**src/rtl/instruction_fetch_pkg.sv**
```systemverilog
// rtl/instruction_fetch_pkg.sv - shared widths, defaults and helpers for the fetch stage
package instruction_fetch_pkg;

   localparam int DEF_XLEN       = 32;
   localparam int DEF_RESET_PC   = 0;
   localparam int DEF_FIFO_DEPTH = 2;
   localparam int OPCODE_MSB     = 31;
   localparam int OPCODE_LSB     = 26;

   // bits needed for a counter that must hold every value 0..max_val
   function automatic int cnt_width(input int max_val);
      return (max_val < 1) ? 1 : $clog2(max_val + 1);
   endfunction

endpackage

```
**src/rtl/instruction_fetch_fifo.sv**
```systemverilog
// rtl/instruction_fetch_fifo.sv - instruction buffer holding {pc, instr} entries for decode
module instruction_fetch_fifo
   import instruction_fetch_pkg::*;
#(
   parameter int WIDTH = 2 * DEF_XLEN,
   parameter int DEPTH = DEF_FIFO_DEPTH
) (
   input  logic                        clk,
   input  logic                        rst,
   input  logic                        flush,
   input  logic                        push,
   input  logic [WIDTH-1:0]            push_data,
   input  logic                        pop,
   output logic                        empty,
   output logic                        full,
   output logic [cnt_width(DEPTH)-1:0] count,
   output logic [WIDTH-1:0]            head_data
);

   localparam int CW = cnt_width(DEPTH);
   localparam int PW = (DEPTH > 1) ? $clog2(DEPTH) : 1;

   logic [WIDTH-1:0] mem [DEPTH];
   logic [PW-1:0]    wr_ptr;
   logic [PW-1:0]    rd_ptr;
   logic             do_push;
   logic             do_pop;

   assign empty     = (count == '0);
   assign full      = (count == CW'(DEPTH));
   assign do_push   = push && !full;
   assign do_pop    = pop && !empty;
   assign head_data = mem[rd_ptr];

   // pointers wrap at DEPTH so non-power-of-two depths work too
   function automatic logic [PW-1:0] next_ptr(input logic [PW-1:0] p);
      return (p == PW'(DEPTH - 1)) ? '0 : p + PW'(1);
   endfunction

   // storage, pointers and occupancy; flush discards everything and overrides push/pop
   always_ff @(posedge clk or posedge rst) begin
      if (rst) begin
         for (int i = 0; i < DEPTH; i++) mem[i] <= '0;
         wr_ptr <= '0;
         rd_ptr <= '0;
         count  <= '0;
      end else if (flush) begin
         wr_ptr <= '0;
         rd_ptr <= '0;
         count  <= '0;
      end else begin
         if (do_push) begin
            mem[wr_ptr] <= push_data;
            wr_ptr      <= next_ptr(wr_ptr);
         end
         if (do_pop) rd_ptr <= next_ptr(rd_ptr);
         count <= count + CW'(do_push) - CW'(do_pop);
      end
   end

endmodule

```
**src/rtl/instruction_fetch.sv**
```systemverilog
// rtl/instruction_fetch.sv - fetch stage: PC ownership, credit-limited imem requests, redirect flush
module instruction_fetch
   import instruction_fetch_pkg::*;
#(
   parameter int              XLEN       = DEF_XLEN,
   parameter logic [XLEN-1:0] RESET_PC   = XLEN'(DEF_RESET_PC),
   parameter int              FIFO_DEPTH = DEF_FIFO_DEPTH
) (
   input  logic            clk,
   input  logic            rst,
   output logic            imem_req_valid,
   input  logic            imem_req_ready,
   output logic [XLEN-1:0] imem_req_addr,
   input  logic            imem_rsp_valid,
   input  logic [XLEN-1:0] imem_rsp_data,
   input  logic            redirect_valid,
   input  logic [XLEN-1:0] redirect_pc,
   output logic            if_valid,
   input  logic            if_ready,
   output logic [XLEN-1:0] if_instr,
   output logic [XLEN-1:0] if_pc
);

   localparam int          CW      = cnt_width(FIFO_DEPTH);
   localparam logic [CW:0] DEPTH_W = (CW + 1)'(FIFO_DEPTH);

   logic [XLEN-1:0]   fetch_pc;
   logic [XLEN-1:0]   rsp_pc;
   logic [CW-1:0]     outstanding;
   logic [CW-1:0]     drop_cnt;
   logic [CW-1:0]     fifo_count;
   logic [CW-1:0]     in_flight_next;
   logic [CW:0]       credit_used;
   logic              fifo_empty;
   logic              fifo_full;
   logic              accept;
   logic              push;
   logic              pop;
   logic [2*XLEN-1:0] head;

   // every buffered or in-flight instruction holds one buffer slot, so a push always finds room
   assign credit_used    = {1'b0, fifo_count} + {1'b0, outstanding};
   assign imem_req_valid = !rst && (credit_used < DEPTH_W);
   assign imem_req_addr  = fetch_pc;
   assign accept         = imem_req_valid && imem_req_ready;
   assign in_flight_next = outstanding + CW'(accept) - CW'(imem_rsp_valid);
   assign push           = imem_rsp_valid && (drop_cnt == '0) && !redirect_valid;
   assign pop            = !fifo_empty && if_ready;
   assign if_valid       = !fifo_empty;
   assign if_pc          = head[2*XLEN-1:XLEN];
   assign if_instr       = head[XLEN-1:0];

   instruction_fetch_fifo #(
      .WIDTH (2 * XLEN),
      .DEPTH (FIFO_DEPTH)
   ) u_fifo (
      .clk       (clk),
      .rst       (rst),
      .flush     (redirect_valid),
      .push      (push),
      .push_data ({rsp_pc, imem_rsp_data}),
      .pop       (pop),
      .empty     (fifo_empty),
      .full      (fifo_full),
      .count     (fifo_count),
      .head_data (head)
   );

   // PC, response-PC and in-flight bookkeeping; a redirect overrides every other update
   always_ff @(posedge clk or posedge rst) begin
      if (rst) begin
         fetch_pc    <= RESET_PC;
         rsp_pc      <= RESET_PC;
         outstanding <= '0;
         drop_cnt    <= '0;
      end else begin
         outstanding <= in_flight_next;
         if (redirect_valid) begin
            fetch_pc <= redirect_pc;
            rsp_pc   <= redirect_pc;
            // everything still in flight after this edge belongs to the old path
            drop_cnt <= in_flight_next;
         end else begin
            if (accept) fetch_pc <= fetch_pc + XLEN'(1);
            if (imem_rsp_valid) begin
               if (drop_cnt != '0) drop_cnt <= drop_cnt - CW'(1);
               else                rsp_pc   <= rsp_pc + XLEN'(1);
            end
         end
      end
   end

   // a push into a full buffer means the credit accounting is broken
   a_no_push_when_full: assert property (@(posedge clk) disable iff (rst) !(push && fifo_full));

endmodule
```
**config.mk**
```make
export PLATFORM = sky130hd
export DESIGN_NAME = instruction_fetch
export DESIGN_NICKNAME = d
export VERILOG_FILES = /design/src/rtl/instruction_fetch_pkg.sv /design/src/rtl/instruction_fetch_fifo.sv /design/src/rtl/instruction_fetch.sv
export SDC_FILE = /design/constraint.sdc
export NUM_CORES = 1
export LEC_CHECK = 0
export CORE_UTILIZATION = 43
export DETAILED_ROUTE_END_ITERATION = 12
export GPL_ROUTABILITY_DRIVEN = 0
export PLACE_DENSITY = 0.67
export SETUP_SLACK_MARGIN = 0.2
export SLEW_MARGIN = 10
export SYNTH_ARGS = -nofsm -noshare
export SYNTH_HDL_FRONTEND = slang
export SYNTH_SLANG_ARGS = --single-unit
```
**constraint.sdc**
```tcl
create_clock -name clk -period 8.1 [get_ports clk]
set_input_delay 1.215 -clock clk [delete_from_list [all_inputs] [get_ports clk]]
set_output_delay 1.215 -clock clk [all_outputs]
set_load 0.05 [all_outputs]
```
==> impl_metrics.json, run 1 <==
{
  "p_leak_nw": 4.96,
  "relSlewSlack_pct": 36.5,
  "min_period_ps": 4220,
  "slowest_delay_ps": 770,
  "ys_types": 49,
  "drcViolationCount": 0,
  "antenna_found_initial": 0,
  "rrSetupSlack_ps": 4730,
  "coreArea_um2": 22600,
  "vdd_drop_max_v": 0.000188,
  "synth_ff_type": "dfrtp_1",
  "n_antenna_cell": 0,
  "status": "finished, final reports clean",
  "synth_edf_count": 0,
  "dieArea_um2": 23500,
  "rows": 55,
  "post-cts-setup-buffers": 0,
  "placed_area_um2": 11700,
  "synthCells": 814,
  "r2r_end": "imem_req_addr[30]",
  "whs_endpoint": "u_fifo.mem[56]",
  "hp-start": "u_fifo.mem[56]",
  "fin_util_pct": 54.6,
  "powerDensity_nw_per_um2": 366,
  "crit_fanout": 41,
  "start_util_pct": 43.7,
  "hold_viol": 0,
  "final_area_um2": 12300,
  "crit_type": "reg2out",
  "worstMarginPinSlew_ps": 953,
  "worstSetupStartpointType": "flip-flop",
  "synth_area_per_cell_um2": 12.1,
  "fmax_mhz": 237,
  "crit_buf_inv": 2,
  "fin_crit_sh_pct": 52.1,
  "htree_levels": 4,
  "io_pins": 168,
  "synth_nets": 892,
  "cp.arrival_ps": 3000,
  "drtIter0Drc": 357,
  "cts_resized": 0,
  "netlist_area_um2": 9860,
  "cts_buffer_depth": 2,
  "track_usage_pct": 19.9,
  "finalWirelength_um": 22700,
  "wl_per_cell_um": 18.0,
  "end_kind": "primary output",
  "grt_max_degree": 139,
  "clkTransAtPathRegs_ps": 70,
  "whs_path_depth": 1,
  "drive_gt1_share_pct": 26.8,
  "drt_pass1_iterations": 6,
  "cts_made_buffers": 17,
  "viasPerCell": 5.64,
  "layout_common_cells": "mux2_2, dfrtp_1, clkdlybuf4s50_1",
  "grt_pass1_vias": 6940,
  "fin_total_pwr_mw": 4.52,
  "die_h_um": 153,
  "final.setup.tns_ps": 0,
  "overflow": 0,
  "setup_violations": 0,
  "synth-seq-cells": 200,
  "fin_ws_ps": 3880,
  "r2r.worst_path.cells": 6,
  "hpwlAfterDp_um": 15200,
  "critPathTopFamily": "buffers and inverters",
  "synth-seq-area-share_pct": 50.8,
  "area_delta_synth_final_pct": 25.1,
  "place_ws_ps": 3980,
  "hold_class": "reg2reg",
  "drv_slew": 0,
  "ys_warn_count": 0,
  "async_flop_share_pct": 100,
  "cts-root-buf": "clkbuf_16",
  "postCtsHoldBufs": 0,
  "critical-path-slowest-cell": "dfrtp_2",
  "rsz0062_at_grt": "no",
  "portBuffers": 167,
  "worstPathRequired_ps": 6880,
  "grt_pass1_wl_um": 37300,
  "fin_worst_skew_ps": 14.1,
  "layout.nets": 1039,
  "clk_latency_ps": 440,
  "cts_tree": "done",
  "layout_commonest_cell": "mux2_2",
  "clock_sinks": 200,
  "rr_startpoint": "u_fifo.count[0]",
  "drtAntennaViolNets": 0,
  "die_w_um": 153,
  "vias": 7104,
  "cp_cell_sequence": "buf_4, mux2_2, clkdlybuf4s50_1",
  "cap_violations": 0
}
## synth_stat cells, types with 4 or more instances
| cell type | count | share of area, % |
|---|---|---|
| nand2_1 | 29 | 1.1 |
| a31oi_1 | 25 | 1.6 |
| and2_1 | 8 | 0.51 |
| or4_1 | 22 | 1.7 |
| or3_1 | 6 | 0.38 |
| inv_1 | 12 | 0.46 |
| a311oi_1 | 4 | 0.36 |
| buf_2 | 20 | 1.0 |
| nand2b_1 | 4 | 0.25 |
| nor3_1 | 14 | 0.71 |
| clkbuf_1 | 23 | 0.88 |
| dfrtp_1 | 200 | 51 |
| o21ai_0 | 12 | 0.61 |
| and4_1 | 10 | 0.89 |
| nor2_1 | 40 | 1.5 |
| and3_1 | 6 | 0.38 |
| nand4_1 | 22 | 1.4 |
| mux2_2 | 205 | 23 |
| nor4_1 | 13 | 0.82 |
| xnor2_1 | 19 | 1.7 |
| nand3_1 | 19 | 0.96 |
| xor2_1 | 6 | 0.53 |
| a21oi_1 | 8 | 0.41 |
| a211o_1 | 5 | 0.44 |
| a211oi_1 | 15 | 1.1 |
| o31ai_1 | 20 | 1.5 |
| nor2b_1 | 8 | 0.51 |
| ha_1 | 7 | 0.89 |
## worst max-delay path by stage
stage,start,endpoint,cells after the start
after CTS,u_fifo.rd_ptr,if_pc[14],3
after global routing,u_fifo.rd_ptr,if_pc[15],3
after detailed placement,imem_rsp_valid,u_fifo.mem[36],6
final,u_fifo.rd_ptr,if_pc[14],3
after global placement,imem_rsp_valid,u_fifo.mem[36],6
after floorplan,rst,drop_cnt[0],1
## state kept, by name (all words and copies together) (netlist names)
signal         count
u_fifo.mem       128
imem_req_addr     32
u_fifo.count       2
rsp_pc            32
u_fifo.wr_ptr      1
outstanding        2
u_fifo.rd_ptr      1
drop_cnt           2
## kinds of logic after synthesis
| family | count (synthesis) | share of synthesized area, % |
|---|---|---|
| buffers and inverters | 59 | 2.58 |
| multiplexers | 206 | 23.5 |
| AND/OR/NAND/NOR | 215 | 12.7 |
| AO/OA/AOI/OAI | 101 | 7.09 |
| XOR/XNOR | 25 | 2.22 |
| flip-flops | 200 | 50.8 |
| adder cells (fa/ha/maj) | 8 | 1.09 |
## through the flow
stage,cells,hold WS [ps]
after floorplan,814,475
after global placement,1227,482
after detailed placement,1227,490
after CTS,1259,506
after global routing,1259,514
final,1259,503
## layer usage
layer / GRT usage (%) / up-vias / routed length, µm
li1: - / 3339 / -
met5: 0 / - / 0
met1: 29.3 / 3552 / 11200
met2: 30.3 / 193 / 10100
met4: 5.76 / 0 / 300
met3: 3.09 / 20 / 982
## layout make-up
cell class                 instances  area (µm²)
fill                            1972       10200
sequential                       200        5010
multi-input combinational        555        4610
timing repair buffer             174        1720
clock buffer                      18         439
tap                              285         357
clock inverter                    14         146
inverter                          13        56.3
## worst register-to-register path, cell delays in order, from the launching register on
cell and delay (ps):
dfrtp_1 420, and2_1 160, fa_1 500, nor4b_4 660, nand4_1 690, or4_1 690, and3_1 160
## power by group
group | leakage [nW] | switching, mW | internal (mW)
Clock | 0.286 | 0.419 | 0.421
Combinational | 2.22 | 1.26 | 0.895
Sequential | 2.46 | 0.212 | 1.31
Power figures use the tool's default switching activity.
==> run 2, diff against run 1 <==
PLACE_DENSITY = 0.7   (was 0.67)
clock period = 3.5 ns   (was 8.1 ns; I/O delays follow)
==> impl_metrics.json, run 2 (synthesized netlist as in run 1, its figures left out) <==
{
  "layout_common_cells": "mux2_2, dfrtp_1, clkdlybuf4s50_1",
  "htree_levels": 4,
  "cts_buffer_depth": 2,
  "p_leak_nw": 5.03,
  "crit_fanout": 4,
  "critical-path-slowest-cell": "clkdlybuf4s50_1",
  "crit_type": "reg2out",
  "post-cts-setup-buffers": 0,
  "portBuffers": 167,
  "worstMarginPinSlew_ps": 836,
  "clockPowerShare_pct": 20.0,
  "antenna_found_initial": 0,
  "cts_made_buffers": 17,
  "whs_endpoint": "u_fifo.mem[79]",
  "wl_per_cell_um": 18.2,
  "whs_path_depth": 1,
  "fin_crit_sh_pct": 87.1,
  "fin_total_pwr_mw": 10.7,
  "largest_reg_flops": 128,
  "drtAntennaViolNets": 0,
  "holdWs_ps": 504,
  "fmax_mhz": 328,
  "die_w_um": 153,
  "clk_latency_ps": 430,
  "vdd_drop_max_v": 0.000432,
  "finalWirelength_um": 23000,
  "start_util_pct": 43.7,
  "cts_tree": "done",
  "dieArea_um2": 23500,
  "swShare_pct": 40.6,
  "drt_pass1_iterations": 5,
  "drv_slew": 0,
  "rrSetupSlack_ps": 640,
  "rr_startpoint": "u_fifo.count[0]",
  "drtIter0Drc": 284,
  "powerDensity_nw_per_um2": 856,
  "nFillCells": 1914,
  "clock_sinks": 200,
  "cts-root-buf": "clkbuf_16",
  "placed_area_um2": 11900,
  "die_h_um": 153,
  "grt_pass1_wl_um": 37800,
  "fin_ws_ps": 451,
  "place_ws_ps": 631,
  "grt_pass1_vias": 7067,
  "vias": 7203,
  "r2r_end": "imem_req_addr[31]",
  "track_usage_pct": 20.3,
  "clkTransAtPathRegs_ps": 80,
  "relSlewSlack_pct": 43.8,
  "slowest_delay_ps": 840,
  "worstPathRequired_ps": 2970,
  "cp.arrival_ps": 2520,
  "drcViolationCount": 0,
  "drive_gt1_share_pct": 27.3,
  "area_delta_synth_final_pct": 26.8,
  "intPower_mw": 6.36,
  "multi_input_area_um2": 4610,
  "cp_cell_sequence": "and2_1, fa_1, nor3_1, clkdlybuf4s50_1",
  "viasPerCell": 5.69,
  "final.setup.tns_ps": 0,
  "grt_max_degree": 88,
  "postCtsHoldBufs": 0,
  "io_pins": 168,
  "layout_commonest_cell": "mux2_2",
  "crit_path_start": "u_fifo.count[0]",
  "overflow": 0,
  "ff_latch_area_um2": 5010,
  "n_antenna_cell": 0,
  "hpwlAfterDp_um": 15700,
  "cap_violations": 0,
  "rsz0062_at_grt": "no",
  "power.switching_mw": 4.34,
  "hold_viol": 0,
  "fin_worst_skew_ps": 10.3,
  "top_register": "u_fifo.mem",
  "hp-start": "u_fifo.mem[79]",
  "hold_class": "reg2reg",
  "status": "finished, final reports clean",
  "setup_violations": 0,
  "rows": 55,
  "final_area_um2": 12500,
  "cts_resized": 0,
  "pwr-share-comb_pct": 47.3,
  "min_period_ps": 3050,
  "coreArea_um2": 22600,
  "r2r.worst_path.cells": 7,
  "end_kind": "primary output",
  "worstSetupStartpointType": "flip-flop",
  "layout.nets": 1046,
  "p_seq_share_pct": 32.7
}
[run 2: changes by cell type in the layout (fill, tap and decap cells not counted), sizes merged]
cell      before  now
buf            8   15
bufinv         0    4
inv           22   18
clkinvlp       1    4
clkinv         4    2
clkbuf        18   17
[run 2: metrics by stage]
stage          std cells  util, %
6_report            1266     55.4
5_1_grt             1266     55.4
4_1_cts             1266     55.4
3_5_place_dp        1234     52.5
3_3_place_gp        1234     52.5
2_1_floorplan        814        -
[run 2: cell type report]
class / count / area share [%]
Sequential cell: 200 / 40.1
Multi-Input combinational cell: 555 / 36.9
Inverter: 13 / 0.421
Clock inverter: 15 / 1.70
Timing Repair Buffer: 181 / 14.7
Clock buffer: 17 / 3.40
Tap cell: 285 / 2.85
[run 2: how the worst max path moves through the flow]
stage	end	slack, ps	depth (start not counted)
6_report	imem_req_valid	450	4
5_1_grt	imem_req_valid	340	4
4_1_cts	imem_req_valid	410	4
3_5_place_dp	rsp_pc[27]	630	5
3_3_place_gp	rsp_pc[23]	650	5
2_1_floorplan	drop_cnt[0]	390	1
[run 2: worst max-delay path: cells and delay by family, from the launching register on]
family                     cells  cell delay [ps]
DFF                            1              400
and+or+nand+nor                2              360
buffers and inverters          1              840
adders and majority gates      1              490
[run 2: power groups by stage]
stage	clock network, mW	registers (mW)	logic (mW)
2_1_floorplan	0	3.53	3.52
3_3_place_gp	0	3.50	5.03
3_5_place_dp	0	3.54	5.08
4_1_cts	2.20	3.50	5.10
5_1_grt	2.29	3.61	5.31
6_report	2.14	3.50	5.06
[run 2: layer usage]
layer / global-route usage, % / wire length [µm]
met1: 29.1 / 11100
met5: 0 / 0
met3: 3.26 / 940
met2: 31.6 / 10600
met4: 6.43 / 382
==> run 3, diff against run 2 <==
PLACE_DENSITY = default   (was 0.7)
PLACE_DENSITY_LB_ADDON = 0.2   (was default)
==> impl_metrics.json, run 3 (synthesized netlist as in run 1, its figures left out) <==
{
  "layout_common_cells": "mux2_2, dfrtp_1, clkdlybuf4s50_1",
  "cp_cell_sequence": "and2_1, fa_1, nor3_1, clkdlybuf4s50_1",
  "crit_type": "reg2out",
  "worstPathRequired_ps": 2970,
  "cap_violations": 0,
  "area_delta_synth_final_pct": 26.1,
  "hold_class": "in2reg",
  "crit_buf_inv": 1,
  "drive_gt1_share_pct": 27.2,
  "track_usage_pct": 19.7,
  "largest_reg_flops": 128,
  "wl_per_cell_um": 17.8,
  "critPathTopFamily": "buffers and inverters",
  "drtIter0Drc": 437,
  "clk_latency_ps": 430,
  "cp.arrival_ps": 2540,
  "fmax_mhz": 326,
  "fin_worst_skew_ps": 13.9,
  "rr_startpoint": "u_fifo.count[0]",
  "layout_commonest_cell": "mux2_2",
  "status": "finished, final reports clean",
  "hold_viol": 0,
  "start_util_pct": 43.7,
  "grt_pass1_vias": 6974,
  "crit_fanout": 4,
  "drt_pass1_iterations": 5,
  "antenna_found_initial": 0,
  "grt_max_degree": 139,
  "portBuffers": 167,
  "rsz0062_at_grt": "no",
  "htree_levels": 4,
  "drcViolationCount": 0,
  "postCtsHoldBufs": 0,
  "drv_slew": 0,
  "placed_area_um2": 11800,
  "cts_tree": "done",
  "n_antenna_cell": 0,
  "clkTransAtPathRegs_ps": 70,
  "cts_buffer_depth": 2,
  "cts_resized": 0,
  "final.setup.tns_ps": 0,
  "setup_violations": 0,
  "finalWirelength_um": 22600,
  "clock_sinks": 200,
  "relSlewSlack_pct": 42.4,
  "p_leak_nw": 4.99,
  "io_pins": 168,
  "worstSetupStartpointType": "flip-flop",
  "post-cts-setup-buffers": 0,
  "coreArea_um2": 22600,
  "die_h_um": 153,
  "hp-start": "redirect_valid",
  "die_w_um": 153,
  "fin_total_pwr_mw": 10.5,
  "powerDensity_nw_per_um2": 844,
  "top_register": "u_fifo.mem",
  "critical-path-slowest-cell": "clkdlybuf4s50_1",
  "overflow": 0,
  "final_area_um2": 12400,
  "worstMarginPinSlew_ps": 855,
  "cts-root-buf": "clkbuf_16",
  "end_kind": "primary output",
  "slowest_delay_ps": 830,
  "vias": 7192,
  "cts_made_buffers": 17,
  "crit_path_start": "u_fifo.count[0]",
  "rows": 55,
  "dieArea_um2": 23500,
  "hpwlAfterDp_um": 15200,
  "drtAntennaViolNets": 0,
  "layout.nets": 1045,
  "holdWs_ps": 395,
  "min_period_ps": 3070,
  "fin_crit_sh_pct": 87.7,
  "grt_pass1_wl_um": 36900,
  "vdd_drop_max_v": 0.000455,
  "viasPerCell": 5.69
}
[run 3: cell count changes in the layout (fill, tap and decap cells not counted), sizes merged]
cell,delta
bufinv,-3
buf,-1
clkinv,+1
inv,-2
clkinvlp,+2
clkbuf,+2
[run 3: power breakdown]
part           internal, mW  leakage, nW  switching (mW)
registers              3.04         2.46           0.461
logic                  2.10         2.26            2.92
clock network          1.04        0.275           0.929
[run 3: cell type report]
type,count,area [µm²]
Sequential cell,200,5010
Timing Repair Buffer,180,1810
Tap cell,285,357
Clock buffer,19,453
Clock inverter,13,139
Fill cell,1967,10100
Inverter,13,52.6
Multi-Input combinational cell,555,4610
[run 3: worst paths after layout]
kind	to	slack, ps	depth (start not counted)
setup / recovery	imem_req_valid	430	4
hold / removal	u_fifo.rd_ptr	400	2
setup reg to reg	imem_req_addr[31]	690	7
hold reg to reg	u_fifo.mem[66]	500	1
max in group asynchronous	rsp_pc[18]	2110	3
min in group asynchronous	u_fifo.mem[94]	790	3
[run 3: through the flow]
step           worst slack, ps  util [%]  instances
6_report                   430      55.1       1265
5_1_grt                    365      55.1       1265
4_1_cts                    388      55.1       1265
3_5_place_dp               621      52.5       1233
3_3_place_gp               672      52.5       1233
2_1_floorplan              387         -        814
[run 3: worst reg2reg max path, stage by stage, from the launching register on]
cell and delay, ps:
dfrtp_1 400, and2_1 160, fa_1 500, nor4b_4 350, inv_1 210, nor4_2 650, o311ai_0 210, a211oi_1 250
[run 3: per-layer routing]
layer	GRT usage, %	up-vias	part of all wire [%]
met5	0	-	0
met4	5.57	0	1.2
met3	2.92	19	4.6
met2	29.8	199	45
met1	29.4	3621	50
li1	-	3353	-
